### src/rtl/div_arb_pkg.sv
// Shared types and constants for the two-requester divider arbiter.
package div_arb_pkg;

  typedef enum logic [1:0] {
    IDLE  = 2'd0,
    START = 2'd1,
    RUN   = 2'd2,
    DONE  = 2'd3
  } state_t;

  localparam int TIMEOUT_CYCLES_DEFAULT = 48;
  localparam int IDX_W                  = 1;
  localparam int RUN_CNT_W              = 16;

endpackage

### src/rtl/rr_arbiter2.sv
// Two-input round-robin grant with a one-bit priority pointer.
module rr_arbiter2 (
  input  logic       clock,
  input  logic       reset,
  input  logic [1:0] request,
  input  logic       advance,
  output logic [1:0] grant
);

  logic prio_q, prio_d;

  // Pointer only moves on a contested grant, so a lone requester never steals the turn.
  always_comb begin
    grant  = request;
    prio_d = prio_q;
    if (request == 2'b11) begin
      grant = prio_q ? 2'b10 : 2'b01;
      if (advance) begin
        prio_d = ~prio_q;
      end
    end
  end

  always_ff @(posedge clock) begin
    if (!reset) begin
      prio_q <= 1'b0;
    end else begin
      prio_q <= prio_d;
    end
  end

endmodule

### src/rtl/div_arbiter.sv
// Shares one iterative divider between two requesters with timeout supervision.
// Optional DIV_ZERO_FASTPATH_EN answers zero-divisor requests without using the divider.
module div_arbiter
  import div_arb_pkg::*;
#(
  parameter int TIMEOUT_CYCLES = TIMEOUT_CYCLES_DEFAULT
) (
  input  logic        clock,
  input  logic        reset,
  input  logic        req0_valid,
  input  logic [31:0] req0_dividend,
  input  logic [31:0] req0_divisor,
  input  logic        req1_valid,
  input  logic [31:0] req1_dividend,
  input  logic [31:0] req1_divisor,
  output logic        req0_ready,
  output logic        req1_ready,
  output logic        rsp0_valid,
  output logic        rsp1_valid,
  output logic [31:0] rsp0_quotient,
  output logic        rsp0_exception,
  output logic [31:0] rsp1_quotient,
  output logic        rsp1_exception,
  output logic [31:0] div_dividend,
  output logic [31:0] div_divisor,
  output logic        div_reset,
  input  logic [31:0] div_quotient,
  input  logic        div_rdy,
  input  logic        div_exception,
  output logic        busy,
  output logic        timeout
);

  state_t                 state_q, state_d;
  logic [IDX_W-1:0]       owner_q, owner_d;
  logic [31:0]            dividend_q, dividend_d;
  logic [31:0]            divisor_q, divisor_d;
  logic [RUN_CNT_W-1:0]   runCnt_q, runCnt_d;
  logic [1:0][31:0]       rspQuot_q, rspQuot_d;
  logic [1:0]             rspExc_q, rspExc_d;

  logic [1:0] grant;
  logic [1:0] grantPulse;
  logic [1:0] rspPulse;
  logic       startPulse;
  logic       timeoutPulse;
  logic       advance;

  rr_arbiter2 u_rr (
    .clock   (clock),
    .reset   (reset),
    .request ({req1_valid, req0_valid}),
    .advance (advance),
    .grant   (grant)
  );

  always_comb begin
    state_d      = state_q;
    owner_d      = owner_q;
    dividend_d   = dividend_q;
    divisor_d    = divisor_q;
    runCnt_d     = runCnt_q;
    rspQuot_d    = rspQuot_q;
    rspExc_d     = rspExc_q;
    grantPulse   = 2'b00;
    rspPulse     = 2'b00;
    startPulse   = 1'b0;
    timeoutPulse = 1'b0;
    advance      = 1'b0;
    unique case (state_q)
      IDLE: begin
        advance = 1'b1;
        if (|grant) begin
          grantPulse = grant;
          owner_d    = IDX_W'(grant[1]);
          dividend_d = grant[1] ? req1_dividend : req0_dividend;
          divisor_d  = grant[1] ? req1_divisor  : req0_divisor;
          state_d    = START;
`ifdef DIV_ZERO_FASTPATH_EN
          if (divisor_d == 32'd0) begin
            rspQuot_d[owner_d] = 32'd0;
            rspExc_d[owner_d]  = 1'b1;
            state_d            = DONE;
          end
`endif
        end
      end
      START: begin
        startPulse = 1'b1;
        runCnt_d   = '0;
        state_d    = RUN;
      end
      RUN: begin
        runCnt_d = runCnt_q + 1'b1;
        // Results land straight in the owner's output registers so DONE can present them.
        if (div_rdy) begin
          rspQuot_d[owner_q] = div_quotient;
          rspExc_d[owner_q]  = div_exception;
          state_d            = DONE;
        end else if (runCnt_q == RUN_CNT_W'(TIMEOUT_CYCLES - 1)) begin
          rspQuot_d[owner_q] = 32'd0;
          rspExc_d[owner_q]  = 1'b1;
          timeoutPulse       = 1'b1;
          state_d            = DONE;
        end
      end
      DONE: begin
        rspPulse[owner_q] = 1'b1;
        state_d           = IDLE;
      end
      default: state_d = IDLE;
    endcase
  end

  always_ff @(posedge clock) begin
    if (!reset) begin
      state_q    <= IDLE;
      owner_q    <= '0;
      dividend_q <= '0;
      divisor_q  <= '0;
      runCnt_q   <= '0;
      rspQuot_q  <= '0;
      rspExc_q   <= '0;
    end else begin
      state_q    <= state_d;
      owner_q    <= owner_d;
      dividend_q <= dividend_d;
      divisor_q  <= divisor_d;
      runCnt_q   <= runCnt_d;
      rspQuot_q  <= rspQuot_d;
      rspExc_q   <= rspExc_d;
    end
  end

  // Pulses are masked while reset is held so nothing escapes during the reset cycle.
  assign req0_ready     = reset & grantPulse[0];
  assign req1_ready     = reset & grantPulse[1];
  assign rsp0_valid     = reset & rspPulse[0];
  assign rsp1_valid     = reset & rspPulse[1];
  assign timeout        = reset & timeoutPulse;
  assign div_reset      = ~reset | startPulse;
  assign busy           = (state_q != IDLE);
  assign div_dividend   = dividend_q;
  assign div_divisor    = divisor_q;
  assign rsp0_quotient  = rspQuot_q[0];
  assign rsp0_exception = rspExc_q[0];
  assign rsp1_quotient  = rspQuot_q[1];
  assign rsp1_exception = rspExc_q[1];

endmodule

### config.mk
export PLATFORM = sky130hd
export DESIGN_NAME = div_arbiter
export DESIGN_NICKNAME = d
export VERILOG_FILES = /design/src/rtl/div_arb_pkg.sv /design/src/rtl/rr_arbiter2.sv /design/src/rtl/div_arbiter.sv
export SDC_FILE = /design/constraint.sdc
export NUM_CORES = 1
export LEC_CHECK = 0
export BUFFER_PORTS_ARGS = -buffer_cell sky130_fd_sc_hd__clkbuf_2
export CAP_MARGIN = 20
export CORE_MARGIN = 8
export CORE_UTILIZATION = 29
export CTS_CLUSTER_DIAMETER = 200
export CTS_CLUSTER_SIZE = 28
export DETAILED_ROUTE_END_ITERATION = 6
export HOLD_SLACK_MARGIN = 0.15
export SKIP_LAST_GASP = 1
export SLEW_MARGIN = 0
export SYNTH_ARGS = -nofsm -noshare
export SYNTH_HDL_FRONTEND = slang
export SYNTH_HIERARCHICAL = 1
export SYNTH_SLANG_ARGS = --single-unit
export TNS_END_PERCENT = 100
### constraint.sdc
create_clock -name clock -period 2.8 [get_ports clock]
set_clock_uncertainty 0.15 [all_clocks]
set_input_delay 0.84 -clock clock [delete_from_list [all_inputs] [get_ports clock]]
set_output_delay 0.84 -clock clock [all_outputs]
set_load 0.02 [all_outputs]
=== Word level (Yosys, flattened, before mapping) ===
Index checks and enable logic that the tools add are counted.

* RAM bits: 0
* Output and inout port bits: 137
* Word-level logic and storage cells: 67
* Memories: 0
* Bits in registers: 150
* Latch bits: 0
* Memory bits (read-only): 0

* Reductions and logical operators: 10
* Equality and inequality tests: 7
* Multiply operators: 0
* Div/mod/pow operators: 0
* Mux-type cells: 27
* Shift operators: 0
* Add/subtract/negate cells: 1
* Bitwise gates (word level): 11
* Order comparisons: 2

{| class="wikitable"
|+ Operators by type and width
! operator !! number
|-
| 2-to-1 mux 64 bit || 2
|-
| 2-to-1 mux 32 bit || 3
|-
| AND 64 bit || 1
|-
| bitwise mux 64 bit || 1
|-
| inverter 64 bit || 1
|-
| demux 32 bit (select 1 bit) || 1
|-
| case mux 16 bit (2 select lines) || 1
|-
| 2-to-1 mux 2 bit || 10
|-
| adder 16 x 1 -> 16 bit (second input constant) || 1
|-
| equality test 16 x 6 -> 1 bit (second input constant) || 1
|-
| case mux 2 bit (4 select lines) || 1
|-
| AND reduction 2 bit || 4
|-
| equality test 2 bit (second input constant) || 3
|-
| 2-to-1 mux 1 bit || 6
|-
| nonzero test 2 bit || 3
|-
| AND 1 bit || 5
|-
| inequality test 3 bit (second input constant) || 1
|-
| bitwise mux 2 bit || 1
|-
| equality test 2 x 1 -> 1 bit (second input constant) || 1
|-
| logical NOT 2 bit || 1
|-
| < comparator 1 x 2 -> 1 bit (second input constant) || 1
|-
| inequality test 2 bit (second input constant) || 1
|-
| inverter 1 bit || 2
|-
| OR 2 bit || 1
|-
| 5 further kinds || 5
|}

=== Logic depth before layout (Yosys ltp) ===
* Depth in word-level cells: 8
* Mapped depth: 9

=== By module ===
Netlist, hierarchy kept.

{| class="wikitable"
|+ Modules (own cells, without submodules)
! module !! area each (µm²) !! instances !! cells an instance
|-
| div_arbiter || 6458.7 || 1 || 710
|-
| rr_arbiter2 || 63.8 || 1 || 8
|}

=== Least setup slack after synthesis ===
OpenSTA, ideal clock, no wires.

* Kind: input port to output port
* Start: input req1_valid
* End: output req1_ready
* Path buffers: 3
* Stages on the path: 5
* Data required time: 1.810 ns
* Path slack: -0.088 ns
* Arrival time: 1.898 ns
* Cell sequence: a21boi_0 buf_2 buf_2 buf_2 and3_1

* Word-level cells in the longest chain between the ends: 6

{| class="wikitable"
|+ Ends and longest elaborated chain
! what !! line !! RTL
|-
| start: declaration || div_arbiter.sv:13 || <nowiki>input logic req1_valid,</nowiki>
|-
| equality test 2 bit || rr_arbiter2.sv:16 || <nowiki>if (request == 2'b11) begin</nowiki>
|-
| 2-to-1 mux 2 bit (*) || rr_arbiter2.sv:16 ||
|-
| OR reduction 2 bit || div_arbiter.sv:73 || <nowiki>if (|grant) begin</nowiki>
|-
| 2-to-1 mux 2 bit (*) || div_arbiter.sv:73 ||
|-
| 2-to-1 mux 2 bit (*) || div_arbiter.sv:70 || <nowiki>unique case (state_q)</nowiki>
|-
| AND 1 bit (*) || div_arbiter.sv:137 || <nowiki>assign req1_ready = reset & grantPulse[1];</nowiki>
|-
| end: declaration || div_arbiter.sv:17 || <nowiki>output logic req1_ready,</nowiki>
|}

Mark *: on every way between the ends. The rest lies on a longest branch, timed or not.

=== Final worst setup path ===
* Start: register runCnt_q[14]
* End: output timeout

* Word-level cells in the longest chain between the ends: 5

{| class="wikitable"
|+ Ends and longest elaborated chain
! what !! line !! RTL
|-
| start: declaration || div_arbiter.sv:38 || <nowiki>logic [RUN_CNT_W-1:0] runCnt_q, runCnt_d;</nowiki>
|-
| start signal: assignment || div_arbiter.sv:129 || <nowiki>runCnt_q <= runCnt_d;</nowiki>
|-
| equality test 16 x 6 -> 1 bit || div_arbiter.sv:100 || <nowiki>end else if (runCnt_q == RUN_CNT_W'(TIMEOUT_CYCLES - 1)) begin</nowiki>
|-
| 2-to-1 mux 1 bit || div_arbiter.sv:100 ||
|-
| 2-to-1 mux 1 bit || div_arbiter.sv:96 || <nowiki>if (div_rdy) begin</nowiki>
|-
| 2-to-1 mux 1 bit || div_arbiter.sv:70 ||
|-
| AND 1 bit || div_arbiter.sv:140 || <nowiki>assign timeout = reset & timeoutPulse;</nowiki>
|-
| end: declaration || div_arbiter.sv:31 || <nowiki>output logic timeout</nowiki>
|}

Every way passes these cells.

==> results.tsv <==
metric	value	unit
fin_crit	2.69	ns
hpwl	14600	um
grt_pass1_vias	5928	
cellLeakagePower	3.77	nW
area_growth	39.0	%
yosysUniqueCellTypes	39	
yosysWarnings	6	
maxSlewViolCount	0	
antennaDiodeCount	0	
synthMostInstantiatedCell	dfxtp_1	
hold_viol_final	0	
cp-end-kind	output port	
remaining_drc_errors	0	
required	1.81	ns
routed_wirelength	20600	um
ys_seq_elements	150	
ant_nets	0	
slew-limit-headroom	55.9	%
die_x	166	um
num_io_pins	303	
worstSetupPathType	register to output port	
grt_use_total	14.4	%
status	finished clean	
grt_antenna_before_repair	0	
synth_nets	890	
drt_iter0_drc	411	
synthCells	718	
maxCapViolCount	0	
tightest_slew	0.661	ns
powerDensity	891	nW/um^2
cts_root_buffer	clkbuf_16	
initial_core_util	29.2	%
clock_sinks	150	
htreeDepth	4	
cts.clk_slew.worst_paths	0.07	ns
fin_crit_sh	95.9	%
fp.dieArea	27500	um^2
clockBufferDepth	2	
wl_per_cell	16.0	um
dpl_cell_area	8340	um^2
min_path_type	register to register	
cts_tree	done	
ys_seq_area_share	46.0	%
vias	6275	
synthesis.area	6520	um^2
drt_first_pass_iters	5	
rsz0062_at_grt	false	
cts_hold_buf	0	
yosysTopAreaCell	dfxtp_1	
nets	1165	
synth_flop_cell	dfxtp_1	
avgSynthCellArea	9.08	um^2
grt_max_degree	134	
grt_first_pass_wirelength	32900	um
vdd_drop_max	0.000630	V
place_congestion	0.755	
fillers	2265	
rows	55	
clk_latency	0.41	ns
synth-async-reset-ratio	0	%
grt_overflow_total	0	
core_area	22400	um^2
setup_tns	0	ns
vias_per_cell	4.86	
synth_top_area_share	46.0	%
numCtsBuffers	17	
drive_above_1_share	37.1	%
startpoint_type	register	
synth_edf_count	0	
die_y	166	um
fmax	372	MHz
crit_path_max_fanout	3	
crit_arrival	1.70	ns
design_area	9060	um^2
synthTopCellsByArea	dfxtp_1 46%, mux2i_1 10%, a311oi_1 8.6%	
port-buffer-count	302	
finalSetupViolations	0	
synthTopCellsByCount	150 x dfxtp_1, 84 x nor2_1, 74 x nand2_1	
## timing repair
action	CTS	global route
pin swaps	0	4
buffers inserted	0	2
hold endpoints to repair	0	0
gates resized for setup	2	12
setup endpoints to repair	1	1
## per-stage QoR
step           setup slack (ns)  instances  utilization (%)  power (mW)  hold WS [ns]
3_3_place_gp              0.245       1257             37.3        5.58         0.331
2_1_floorplan            0.0117        718                -        4.63         0.306
5_1_grt                 0.00767       1291             40.5        8.59         0.363
4_1_cts                  0.0346       1289             40.3        8.19         0.348
3_5_place_dp              0.257       1257             37.3        5.60         0.332
6_report                  0.114       1291             40.5        8.08         0.346
## metal layers
layer  wire [um]  track usage, %  part of all wire (%)
met4         214            3.68                   1.0
met2        9730            23.2                    47
met5           0               0                     0
met3        1050            3.97                   5.1
met1        9650            18.8                    47
## critical path, cell delays in order, from the launching register on
cell,delay [ns]
dfxtp_4,0.35
nor4_4,0.35
nand4_1,0.16
nor3_2,0.25
buf_4,0.18
## placed cells by master (no fill, tap or decap), types with 3 or more instances in the layout
| cell | count |
|---|---|
| a211oi_1 | 66 |
| a21oi_1 | 69 |
| a311oi_1 | 64 |
| and3_1 | 3 |
| and3_2 | 3 |
| buf_12 | 7 |
| buf_4 | 14 |
| bufinv_16 | 5 |
| clkbuf_16 | 17 |
| clkbuf_2 | 301 |
| dfxtp_1 | 146 |
| dfxtp_2 | 3 |
| ha_1 | 5 |
| inv_1 | 10 |
| inv_6 | 4 |
| mux2i_1 | 66 |
| nand2_1 | 74 |
| nand2b_1 | 3 |
| nand3_1 | 6 |
| nand4_1 | 8 |
| nor2_1 | 81 |
| o21ai_0 | 3 |
| xnor2_1 | 4 |
| xor2_1 | 6 |
## final timing paths
check              endpoint           start  slack [ns]  cells past startpoint
max                 timeout    runCnt_q[14]        0.11                      4
min          div_divisor[2]  div_divisor[2]        0.35                      2
max reg2reg    runCnt_q[14]      state_q[1]        0.48                      6
min reg2reg  div_divisor[2]  div_divisor[2]        0.35                      2
## flip-flops by register name, indices dropped and copies added (netlist names)
register       cells
div_dividend      32
div_divisor       32
owner_q            1
rsp0_quotient     32
rsp1_quotient     32
rspExc_q           2
runCnt_q          16
state_q            2
u_rr/prio_q        1
## power breakdown
part | total [mW] | switching (mW) | internal, mW
clock | 2.55 | 0.949 | 1.60
combinational | 2.76 | 1.79 | 0.977
sequential | 2.77 | 0.213 | 2.55
## final cells by class
cell class,instances,area [um^2],share of cell area [%]
Clock buffer,18,429,4.73
Clock inverter,14,223,2.46
Inverter,11,43.8,0.483
Multi-Input combinational cell,491,3250,35.9
Sequential cell,150,3010,33.2
Tap cell,285,357,3.93
Timing Repair Buffer,322,1750,19.3
## cells by family after synthesis
family	count (synthesis)	synth area share, %
AOI/OAI and AO/OA	215	23.3
xor gates and xnor gates	10	1.34
adders and majority gates	6	1.15
buffers and inverters	77	5.31
DFF	150	46.0
muxes	66	10.1
and+or+nand+nor	194	12.7
Note: power is estimated with default switching activity, not from simulation.
